**config.mk**
```make
export PLATFORM = sky130hd
export DESIGN_NAME = alu_ctrl_seq
export DESIGN_NICKNAME = d
export VERILOG_FILES = /design/src/rtl/alu_ctrl_pkg.sv /design/src/rtl/alu_funct_decode.sv /design/src/rtl/alu_ctrl_seq.sv
export SDC_FILE = /design/constraint.sdc
export NUM_CORES = 1
export LEC_CHECK = 0
export CAP_MARGIN = 20
export CORE_AREA = 2 2 39 41
export CTS_BUF_LIST = sky130_fd_sc_hd__clkbuf_2
export CTS_CLUSTER_DIAMETER = 50
export CTS_CLUSTER_SIZE = 25
export DETAILED_ROUTE_END_ITERATION = 16
export DIE_AREA = 0 0 41 43
export PLACE_DENSITY = 0.73
export SKIP_LAST_GASP = 1
export SLEW_MARGIN = 10
export SYNTH_ARGS = -nofsm -noshare
export SYNTH_HDL_FRONTEND = slang
export SYNTH_SLANG_ARGS = --single-unit
```
**constraint.sdc**
```tcl
create_clock -name clk -period 1.52 [get_ports clk]
set_input_delay 0.304 -clock clk [delete_from_list [all_inputs] [get_ports clk]]
set_output_delay 0.304 -clock clk [all_outputs]
set_load 0.005 [all_outputs]
```
**src/rtl/alu_ctrl_pkg.sv**
```systemverilog
// rtl/alu_ctrl_pkg.sv - ALU control encodings, funct codes, op classes and FSM states
// Optional illegal-funct trapping is enabled by ALU_CTRL_ILLEGAL_TRAP_EN.
package alu_ctrl_pkg;

  localparam logic [2:0] ALU_ADD = 3'b000;
  localparam logic [2:0] ALU_SUB = 3'b001;
  localparam logic [2:0] ALU_AND = 3'b010;
  localparam logic [2:0] ALU_OR  = 3'b011;
  localparam logic [2:0] ALU_XOR = 3'b100;
  localparam logic [2:0] ALU_SLL = 3'b101;
  localparam logic [2:0] ALU_SRL = 3'b110;
  localparam logic [2:0] ALU_SLT = 3'b111;

  localparam logic [3:0] FUNCT_ADD = 4'b0000;
  localparam logic [3:0] FUNCT_SUB = 4'b0001;
  localparam logic [3:0] FUNCT_AND = 4'b0010;
  localparam logic [3:0] FUNCT_OR  = 4'b0011;
  localparam logic [3:0] FUNCT_XOR = 4'b0100;
  localparam logic [3:0] FUNCT_SLL = 4'b0101;
  localparam logic [3:0] FUNCT_SRL = 4'b0110;
  localparam logic [3:0] FUNCT_SLT = 4'b0111;
  localparam logic [3:0] FUNCT_MUL = 4'b1000;

  localparam logic [1:0] OP_FUNCT = 2'd0;
  localparam logic [1:0] OP_ADD   = 2'd1;
  localparam logic [1:0] OP_SUB   = 2'd2;
  localparam logic [1:0] OP_SLT   = 2'd3;

`ifdef ALU_CTRL_ILLEGAL_TRAP_EN
  localparam bit TRAP_EN = 1'b1;
`else
  localparam bit TRAP_EN = 1'b0;
`endif

  typedef enum logic [1:0] {
    S_IDLE = 2'd0,
    S_FULL = 2'd1,
    S_MUL  = 2'd2
  } state_e;

endpackage

```
**src/rtl/alu_funct_decode.sv**
```systemverilog
// rtl/alu_funct_decode.sv - combinational (alu_op, funct) to (ctrl, is_mul, illegal) map
// Illegal reporting depends on ALU_CTRL_ILLEGAL_TRAP_EN (via alu_ctrl_pkg::TRAP_EN).
module alu_funct_decode
  import alu_ctrl_pkg::*;
#(
  parameter int OPW   = 2,
  parameter int FUNCW = 4
) (
  input  logic [OPW-1:0]   alu_op,
  input  logic [FUNCW-1:0] funct,
  output logic [2:0]       ctrl,
  output logic             is_mul,
  output logic             illegal
);

  logic [1:0] op_cls;
  logic [3:0] f_lo;
  logic       f_hi_nz;
  logic       bad;

  always_comb begin
    op_cls  = 2'(alu_op);
    f_lo    = funct[3:0];
    f_hi_nz = (funct >> 4) != '0;
    ctrl    = ALU_ADD;
    is_mul  = 1'b0;
    bad     = 1'b0;
    case (op_cls)
      OP_ADD: ctrl = ALU_ADD;
      OP_SUB: ctrl = ALU_SUB;
      OP_SLT: ctrl = ALU_SLT;
      default: begin
        if (f_hi_nz) begin
          bad = 1'b1;
        end else begin
          case (f_lo)
            FUNCT_ADD: ctrl = ALU_ADD;
            FUNCT_SUB: ctrl = ALU_SUB;
            FUNCT_AND: ctrl = ALU_AND;
            FUNCT_OR:  ctrl = ALU_OR;
            FUNCT_XOR: ctrl = ALU_XOR;
            FUNCT_SLL: ctrl = ALU_SLL;
            FUNCT_SRL: ctrl = ALU_SRL;
            FUNCT_SLT: ctrl = ALU_SLT;
            FUNCT_MUL: is_mul = 1'b1;
            default:   bad = 1'b1;
          endcase
        end
      end
    endcase
    // Undecodable beats always present ADD; only the flag differs by build.
    illegal = bad & TRAP_EN;
  end

endmodule

```
**src/rtl/alu_ctrl_seq.sv**
```systemverilog
// rtl/alu_ctrl_seq.sv - registered, handshaked ALU control decoder with multiply stall
// Illegal-funct trap and sticky error are enabled by ALU_CTRL_ILLEGAL_TRAP_EN.
module alu_ctrl_seq
  import alu_ctrl_pkg::*;
#(
  parameter int OPW     = 2,
  parameter int FUNCW   = 4,
  parameter int CTRLW   = 3,
  parameter int MUL_LAT = 3
) (
  input  logic             clk,
  input  logic             rst_n,
  input  logic             in_valid,
  output logic             in_ready,
  input  logic [OPW-1:0]   in_alu_op,
  input  logic [FUNCW-1:0] in_funct,
  output logic             out_valid,
  input  logic             out_ready,
  output logic [CTRLW-1:0] out_ctrl,
  output logic             out_is_mul,
  output logic             out_illegal,
  output logic             mul_busy,
  output logic             err_sticky,
  input  logic             err_clr
);

  localparam int CNTW = (MUL_LAT > 1) ? $clog2(MUL_LAT) : 1;

  state_e          state, state_nxt;
  logic [CNTW-1:0] cnt, cnt_nxt;
  logic [2:0]      dec_ctrl;
  logic            dec_is_mul;
  logic            dec_illegal;
  logic            accept;

  alu_funct_decode #(
    .OPW   (OPW),
    .FUNCW (FUNCW)
  ) u_dec (
    .alu_op  (in_alu_op),
    .funct   (in_funct),
    .ctrl    (dec_ctrl),
    .is_mul  (dec_is_mul),
    .illegal (dec_illegal)
  );

  // in_ready depends only on state and out_ready, never on in_valid.
  assign in_ready  = (state == S_IDLE) || ((state == S_FULL) && out_ready);
  assign accept    = in_valid && in_ready;
  assign out_valid = (state == S_FULL);
  assign mul_busy  = (state == S_MUL);

  always_ff @(posedge clk or negedge rst_n) begin
    if (!rst_n) begin
      state <= S_IDLE;
      cnt   <= '0;
    end else begin
      state <= state_nxt;
      cnt   <= cnt_nxt;
    end
  end

  always_comb begin
    state_nxt = state;
    cnt_nxt   = cnt;
    case (state)
      S_IDLE, S_FULL: begin
        if (accept) begin
          if (dec_is_mul) begin
            state_nxt = S_MUL;
            cnt_nxt   = CNTW'(MUL_LAT - 1);
          end else begin
            state_nxt = S_FULL;
          end
        end else if (state == S_FULL && out_ready) begin
          state_nxt = S_IDLE;
        end
      end
      S_MUL: begin
        if (cnt == '0) state_nxt = S_FULL;
        else           cnt_nxt   = cnt - CNTW'(1);
      end
      default: state_nxt = S_IDLE;
    endcase
  end

  always_ff @(posedge clk or negedge rst_n) begin
    if (!rst_n) begin
      out_ctrl    <= '0;
      out_is_mul  <= 1'b0;
      out_illegal <= 1'b0;
      err_sticky  <= 1'b0;
    end else begin
      if (accept) begin
        out_ctrl    <= CTRLW'(dec_ctrl);
        out_is_mul  <= dec_is_mul;
        out_illegal <= dec_illegal;
      end
      // A new illegal accept outranks a same-cycle clear.
      err_sticky <= TRAP_EN && ((accept && dec_illegal) || (err_sticky && !err_clr));
    end
  end

endmodule

```
== After elaboration in Yosys (flattened, before gate mapping) ==
Cells that the tools add are included.
W data, S select, Z words.

* Flip-flop bits (word level): 8
* Output and inout port bits: 9

* Add/sub/neg operators: 1
* Equal/unequal tests: 18
* Mux-type cells: 13
* Reduce and logical (&&, ||, !) cells: 10

{| class="wikitable"
|+ Operators by type and width
! cell !! count
|-
| $pmux W3 S7 || 1
|-
| $eq A4 B3 Y1 const B || 4
|-
| $mux W2 || 7
|-
| $pmux W3 S3 || 1
|-
| $eq A4 B2 Y1 const B || 2
|-
| $pmux W2 S2 || 2
|-
| $eq A2 B2 Y1 const B || 3
|-
| $ne A2 B2 Y1 const B || 3
|-
| $eq A2 B1 Y1 const B || 2
|-
| $eq A4 B1 Y1 const B || 1
|-
| $eq A4 B4 Y1 const B || 1
|-
| $logic_not A2 Y1 || 2
|-
| $reduce_and A4 Y1 || 1
|-
| $ne A3 B3 Y1 const B || 1
|-
| $reduce_or A3 Y1 || 1
|-
| $logic_and A1 B1 Y1 || 2
|-
| $mux W1 || 2
|-
| $ne A2 B1 Y1 const B || 1
|-
| $reduce_and A2 Y1 || 1
|-
| $reduce_bool A2 Y1 || 1
|-
| $reduce_or A2 Y1 || 1
|-
| $sub A2 B1 Y2 const B || 1
|-
| $logic_or A1 B1 Y1 || 1
|}

== Longest topological paths before layout ==
Gate-level depths: netlist of run 1.

* Depth in word-level cells: 6
* Gate-level depth with buffers: 5
* Gate-level depth less buffers: 5

== By module ==
Synthesis of run 1 repeated with hierarchy kept, for this count alone.

* Cell total of the unflattened synthesis: 49
* Area total of the unflattened synthesis: 516.7 µm²

{| class="wikitable"
|+ Modules (own cells, without submodules)
! module !! times used !! cells each !! area each (µm²) !! sequential area each (µm²)
|-
| alu_ctrl_seq || 1 || 40 || 447.9 || 225.2
|-
| alu_funct_decode || 1 || 9 || 68.8 || 0.0
|}

== Least setup slack after synthesis of run 1 ==
OpenSTA, ideal clock, no wires.

* Path kind: reg-to-reg
* Start: reg state[0]
* End: reg out_ctrl[1]
* Setup time: 0.125 ns
* Data arrival time: 1.158 ns
* Data required time: 1.395 ns
* Slack: 0.237 ns
* Stages on the path, launching flop included: 4
* Path buffers: 0
* Clock period less this slack: 1.283 ns
* Path through: dfrtp_1 -> and2b_1 -> nor3_4 -> mux2_2

* Cells in the longest elaborated chain, start to end: 4
* Elaborated cells between the ends (all ways): 5
* Classes of those cells: 1 x eq/ne; 4 x reduce/logical

{| class="wikitable"
|+ RTL lines
! element !! RTL line !! RTL
|-
| from (decl) || alu_ctrl_seq.sv:29 || <nowiki>state_e state, state_nxt;</nowiki>
|-
| from (signal assigned) || alu_ctrl_seq.sv:58 || <nowiki>state <= state_nxt;</nowiki>
|-
| $eq A2 B1 Y1 || alu_ctrl_seq.sv:48 || <nowiki>assign in_ready = (state == S_IDLE) || ((state == S_FULL) && out_ready);</nowiki>
|-
| $logic_and A1 B1 Y1 || alu_ctrl_seq.sv:48 ||
|-
| $logic_or A1 B1 Y1 * || alu_ctrl_seq.sv:48 ||
|-
| $logic_and A1 B1 Y1 * || alu_ctrl_seq.sv:49 || <nowiki>assign accept = in_valid && in_ready;</nowiki>
|-
| to (signal assigned) || alu_ctrl_seq.sv:95 || <nowiki>out_ctrl <= CTRLW'(dec_ctrl);</nowiki>
|-
| to (decl) || alu_ctrl_seq.sv:19 || <nowiki>output logic [CTRLW-1:0] out_ctrl,</nowiki>
|}

Mark *: on every way between the ends. The rest lies on a longest branch, timed or not.
A chain may end at the register's enable or synchronous reset.

== Worst setup path in the final report of run 1 ==
* Start: in out_ready
* End: reg out_ctrl[1]

* Cells in the longest elaborated chain, start to end: 3

{| class="wikitable"
|+ RTL lines
! element !! RTL line !! RTL
|-
| from (decl) || alu_ctrl_seq.sv:18 || <nowiki>input logic out_ready,</nowiki>
|-
| $logic_and A1 B1 Y1 || alu_ctrl_seq.sv:48 ||
|-
| $logic_or A1 B1 Y1 || alu_ctrl_seq.sv:48 ||
|-
| $logic_and A1 B1 Y1 || alu_ctrl_seq.sv:49 ||
|}

No other way between the ends.

==> out/metrics.yaml, run 1 <==
cts_sinks: 8
drv_cap: 0
cts_root_buf: "clkbuf_2"
yosysWarningCount: 0
cp-end-kind: "flop"
irDropWorstVdd_mv: 0.4727
syn_avg_cell_area_um2: 10.87
ys.flop_type: "dfrtp_1"
power_density_nw_per_um2: 714.3
antenna_found_initial: 0
io_buffers: 16
total_power_mw: 0.5407
mostFrequentLayoutCells: "clkdlybuf4s50_1 (13), buf_4 (12), dfrtp_1 (8), inv_1 (5), nor2_1 (5)"
r2r_end: "out_ctrl[1]$_DFFE_PN0P_"
clk_latency_ps: 230
routedWlPerCell_um: 10.99
hold_class: "input port to async pin"
netlist_instances: 45
cts_tree: "yes"
max_freq_mhz: 663.3
required_ps: 1640
dp_hpwl_um: 812
synth_edf_count: 0
fin_util: 0.5470
cp_max_fo: 3
finalSetupViolations: 0
dieArea_um2: 1763
ctsHtreeMaxLevel: 1
place_congestion: 0.7177
clockBufferDepth: 2
drive_gt1_frac: 0.3200
status: "complete, no violations"
ys_seq_area_frac: 0.4092
io_pins: 20
multi_input_area_um2: 259.0
n_antenna_cell: 0
crit_arrival_ps: 1630
grt_pass1_wl_mm: 1.704
clkTransAtPathRegs_ps: 70
rsz0062_at_grt: "true"
viasPerCell: 4.549
start_util: 0.3535
fp.coreArea_um2: 1384
fin_cells: 91
worstSetupPathType: "input port to flop"
period_needed_ps: 1508
via_count: 414
postCtsHoldBufs: 0
leakage_nw: 0.3489
ys_types: 24
cp-start-kind: "input port"
num-nets-final: 89
worst-r2r-setup-slack_ps: 20
fillers: 139
ys_ff_latch: 8
placed_cells: 84
synth_async_sr_flop_share: 1.000
die_w_um: 41
track_usage: 0.1488
netlist_area_um2: 489.2
drt-total-wl_mm: 1.000
r2r-start: "state[1]$_DFFE_PN0P_"
syn2layout_area_growth_pct: 54.73
r2r_cells: 5
drv_slew: 0
regArea_um2: 200.2
final.period_utilization: 0.9919
grt-ovfl-total: 0
antenna_left: 0
cts_made_buffers: 3
drt_iter0_drc: 7
hold_violations: 0
fp.dieH_um: 43
final_common_cell: "clkdlybuf4s50_1"
grt_pass1_vias: 397
grt_max_degree: 9
placementRows: 14
skew_ps: 1.762
drc: 0
first_pass_iters: 4
==> layer usage <==
layer,global-route usage,up-vias,wire (µm),part of all wire
li1,-,218,-,-
met1,0.1926,183,457,0.46
met2,0.2125,11,473,0.47
met3,0.03141,2,49,0.049
met4,0.1000,0,19,0.019
met5,0,-,0,0
==> sequential cells by signal, indices dropped and copies added, names as in the netlist <==
name and cells:
out_ctrl 3, out_is_mul 1, state 2, cnt 2
==> where the power goes <==
part           switching (mW)  leakage, nW  internal [mW]
Sequential             0.0166       0.0943          0.237
Combinational          0.0614        0.242          0.104
Clock                  0.0680       0.0125         0.0537
==> repair_timing <==
| action | CTS | global route |
|---|---|---|
| resized for setup | 3 | 3 |
| setup buffers | 3 | 1 |
| setup endpoints to repair | 3 | 4 |
==> logic make-up after synthesis <==
group,count (synthesis),synth area share
and+or+nand+nor,16,0.2737
muxes,2,0.04603
DFF,8,0.4092
AOI/OAI and AO/OA,9,0.1509
xor gates and xnor gates,1,0.01791
adders and majority gates,1,0.02557
buffers and inverters,7,0.06905
other,1,0.007665
==> layout make-up <==
| class | instances | share of cell area |
|---|---|---|
| Multi-Input combinational cell | 31 | 0.3421 |
| Timing Repair Buffer | 28 | 0.3223 |
| Sequential cell | 8 | 0.2645 |
| Tap cell | 16 | 0.02645 |
| Inverter | 5 | 0.02479 |
| Clock buffer | 3 | 0.01983 |
==> worst max-delay path: stages <==
cell and delay (ps):
clkdlybuf4s50_1 460, and2b_1 180, buf_4 140, nor3_4 170, mux2_2 360
==> metrics by stage <==
step	cell area, µm²	hold slack [ps]	worst slack [ps]	setup TNS, ps
2_1_floorplan	493.0	8.409	237.0	0
3_3_place_gp	718.2	494.4	-312.0	-1241
3_5_place_dp	718.2	506.2	-305.7	-1307
4_1_cts	752.0	333.8	-40.74	-40.74
5_1_grt	757.0	338.5	-30.81	-48.92
6_report	757.0	336.9	12.36	0
==> worst max-delay path by stage <==
stage                         start                      end  slack, ps  cells past startpoint
6_report                  out_ready  out_ctrl[1]$_DFFE_PN0P_         10                      5
5_1_grt        state[1]$_DFFE_PN0P_  out_ctrl[1]$_DFFE_PN0P_        -30                      5
4_1_cts                   out_ready                 in_ready        -40                      4
3_5_place_dp              out_ready                 in_ready       -310                      4
3_3_place_gp              out_ready                 in_ready       -310                      4
2_1_floorplan  state[0]$_DFFE_PN0P_  out_ctrl[1]$_DFFE_PN0P_        240                      3
==> Yosys cell counts, types with 2 or more instances <==
library cell / n / share of area
a21oi_1: 2 / 0.020
a22o_1: 2 / 0.036
and2b_2: 2 / 0.036
buf_4: 2 / 0.031
dfrtp_1: 8 / 0.41
inv_1: 5 / 0.038
mux2_2: 2 / 0.046
nand2b_1: 2 / 0.026
nor2_1: 5 / 0.038
Power figures use the tool's default switching activity.
==> run 2: changes to the inputs <==
- CAP_MARGIN: 20 -> 10
- GPL_TIMING_DRIVEN: default -> 0
==> out/metrics.yaml, run 2 (synthesized netlist as in run 1, its figures left out) <==
status: "complete, no violations"
placed_cells: 78  # -7.1%
rsz0062_at_grt: "true"
antenna_found_initial: 0  # unchanged
n_antenna_cell: 0  # unchanged
design_area_um2: 732.0  # -3.3%
dieArea_um2: 1763  # unchanged
start_util: 0.3535  # unchanged
clk_latency_ps: 230  # about the same
max_freq_mhz: 674.0  # +1.6%
grt_pass1_vias: 376  # -5.3%
fillers: 131  # -5.8%
skew_ps: 7.970  # +6.208 ps
io_buffers: 16  # unchanged
drv_slew: 0  # unchanged
routedWlPerCell_um: 12.78  # +16%
cp_max_fo: 4  # +1
die_w_um: 41  # unchanged
power_density_nw_per_um2: 748.1  # +4.7%
via_count: 408  # -1.4%
irDropWorstVdd_mv: 0.4744  # +0.34%
drc: 0  # unchanged
antenna_left: 0  # unchanged
grt-ovfl-total: 0  # unchanged
cts_made_buffers: 3  # unchanged
final.period_utilization: 0.9761  # -0.01577
crit_arrival_ps: 1610  # -20 ps
cts_root_buf: "clkbuf_2"
cts_sinks: 8  # unchanged
hold_class: "input port to async pin"
placementRows: 14  # unchanged
largest_reg_flops: 3  # unchanged
hold_violations: 0  # unchanged
drive_gt1_frac: 0.3286  # +0.008571
worstSetupPathType: "flop to flop"
clockBufferDepth: 2  # unchanged
cts_tree: "yes"
syn2layout_area_growth_pct: 49.62
final_common_cell: "clkdlybuf4s50_1"
io_pins: 20  # unchanged
required_ps: 1640  # about the same
track_usage: 0.1453  # -0.003503
place_congestion: 0.7159  # -0.25%
finalSetupViolations: 0  # unchanged
drv_cap: 0  # unchanged
drt-total-wl_mm: 1.099  # +9.9%
clkTransAtPathRegs_ps: 80  # about the same
leakage_nw: 0.3381  # -3.1%
dp_hpwl_um: 829.5  # +2.2%
cp-end-kind: "flop"
max_flop_register: "out_ctrl"
viasPerCell: 4.744  # +4.3%
place_area_um2: 673.1  # -6.3%
num-nets-final: 84  # -5.6%
top_regs: "out_ctrl: 3 flops, cnt: 2 flops, state: 2 flops"
ctsHtreeMaxLevel: 1  # unchanged
first_pass_iters: 4  # unchanged
grt_max_degree: 9  # unchanged
fp.coreArea_um2: 1384  # unchanged
grt_pass1_wl_mm: 1.656  # -2.8%
mostFrequentLayoutCells: "clkdlybuf4s50_1 (12), buf_4 (6), dfrtp_1 (6)"
fin_cells: 86  # -5.5%
drt_iter0_drc: 7  # unchanged
fp.dieH_um: 43  # unchanged
cp-start-kind: "flop"
period_needed_ps: 1484  # -23.97 ps
## run 2: metal layers
layer  track usage  share of wire  vias up
met1        0.1739           0.41      189
met2        0.2281           0.53       13
met5             0              0        -
li1              -              -      206
met4       0.08000              0        0
met3       0.03141          0.057        0
## run 2: stage by stage
stage	hold WS (ps)	setup WS [ps]	util	power, mW	TNS [ps]
floorplan	8.409	237.0	-	0.3303	0
global placement	493.6	-368.9	0.4864	0.4049	-1042
detailed placement	497.7	-371.9	0.4864	0.4120	-1184
CTS	333.1	-91.70	0.5190	0.5443	-281.3
global route	347.6	2.733	0.5289	0.5807	0
finish	333.6	36.33	0.5289	0.5476	0
## run 2: cell type report
cell class / instances / area [µm²] / area share
clock buffer: 3 / 15.01 / 0.02051
multi-input combinational: 31 / 267.8 / 0.3658
sequential: 8 / 202.7 / 0.2769
tap: 16 / 20.02 / 0.02735
buffer: 2 / 15.01 / 0.02051
inverter: 5 / 18.77 / 0.02564
timing repair buffer: 21 / 192.7 / 0.2632
## run 2: where the power goes
group / internal (mW) / switching [mW] / total [mW]
Sequential: 0.237 / 0.0182 / 0.256
Combinational: 0.104 / 0.0643 / 0.169
Clock: 0.0538 / 0.0696 / 0.123
Total: 0.395 / 0.152 / 0.548
## run 2: path summary, 6_finish.rpt
| check | slack [ps] | endpoint | depth (start not counted) | from |
|---|---|---|---|---|
| setup / recovery | 40 | out_ctrl[2]$_DFFE_PN0P_ | 4 | state[0]$_DFFE_PN0P_ |
| hold / removal | 330 | out_ctrl[1]$_DFFE_PN0P_ | 1 | rst_n |
| setup reg to reg | 40 | out_ctrl[2]$_DFFE_PN0P_ | 4 | state[0]$_DFFE_PN0P_ |
| hold reg to reg | 520 | out_ctrl[2]$_DFFE_PN0P_ | 1 | out_ctrl[2]$_DFFE_PN0P_ |
| max in group asynchronous | 900 | state[1]$_DFFE_PN0P_ | 1 | rst_n |
| min in group clk | 520 | out_ctrl[2]$_DFFE_PN0P_ | 1 | out_ctrl[2]$_DFFE_PN0P_ |
## run 2: what timing repair did
item	in CTS	in global routing
resized for setup	6	8
hold buffers	0	0
setup buffers	4	1
hold endpoints to repair	0	0
pin swaps	0	1
endpoints found under the setup margin	3	4
## run 2: worst max-delay path: stages (launching register included)
cell	delay [ps]
dfrtp_2	430
and2b_2	220
buf_6	120
nor3_4	290
mux2_4	330
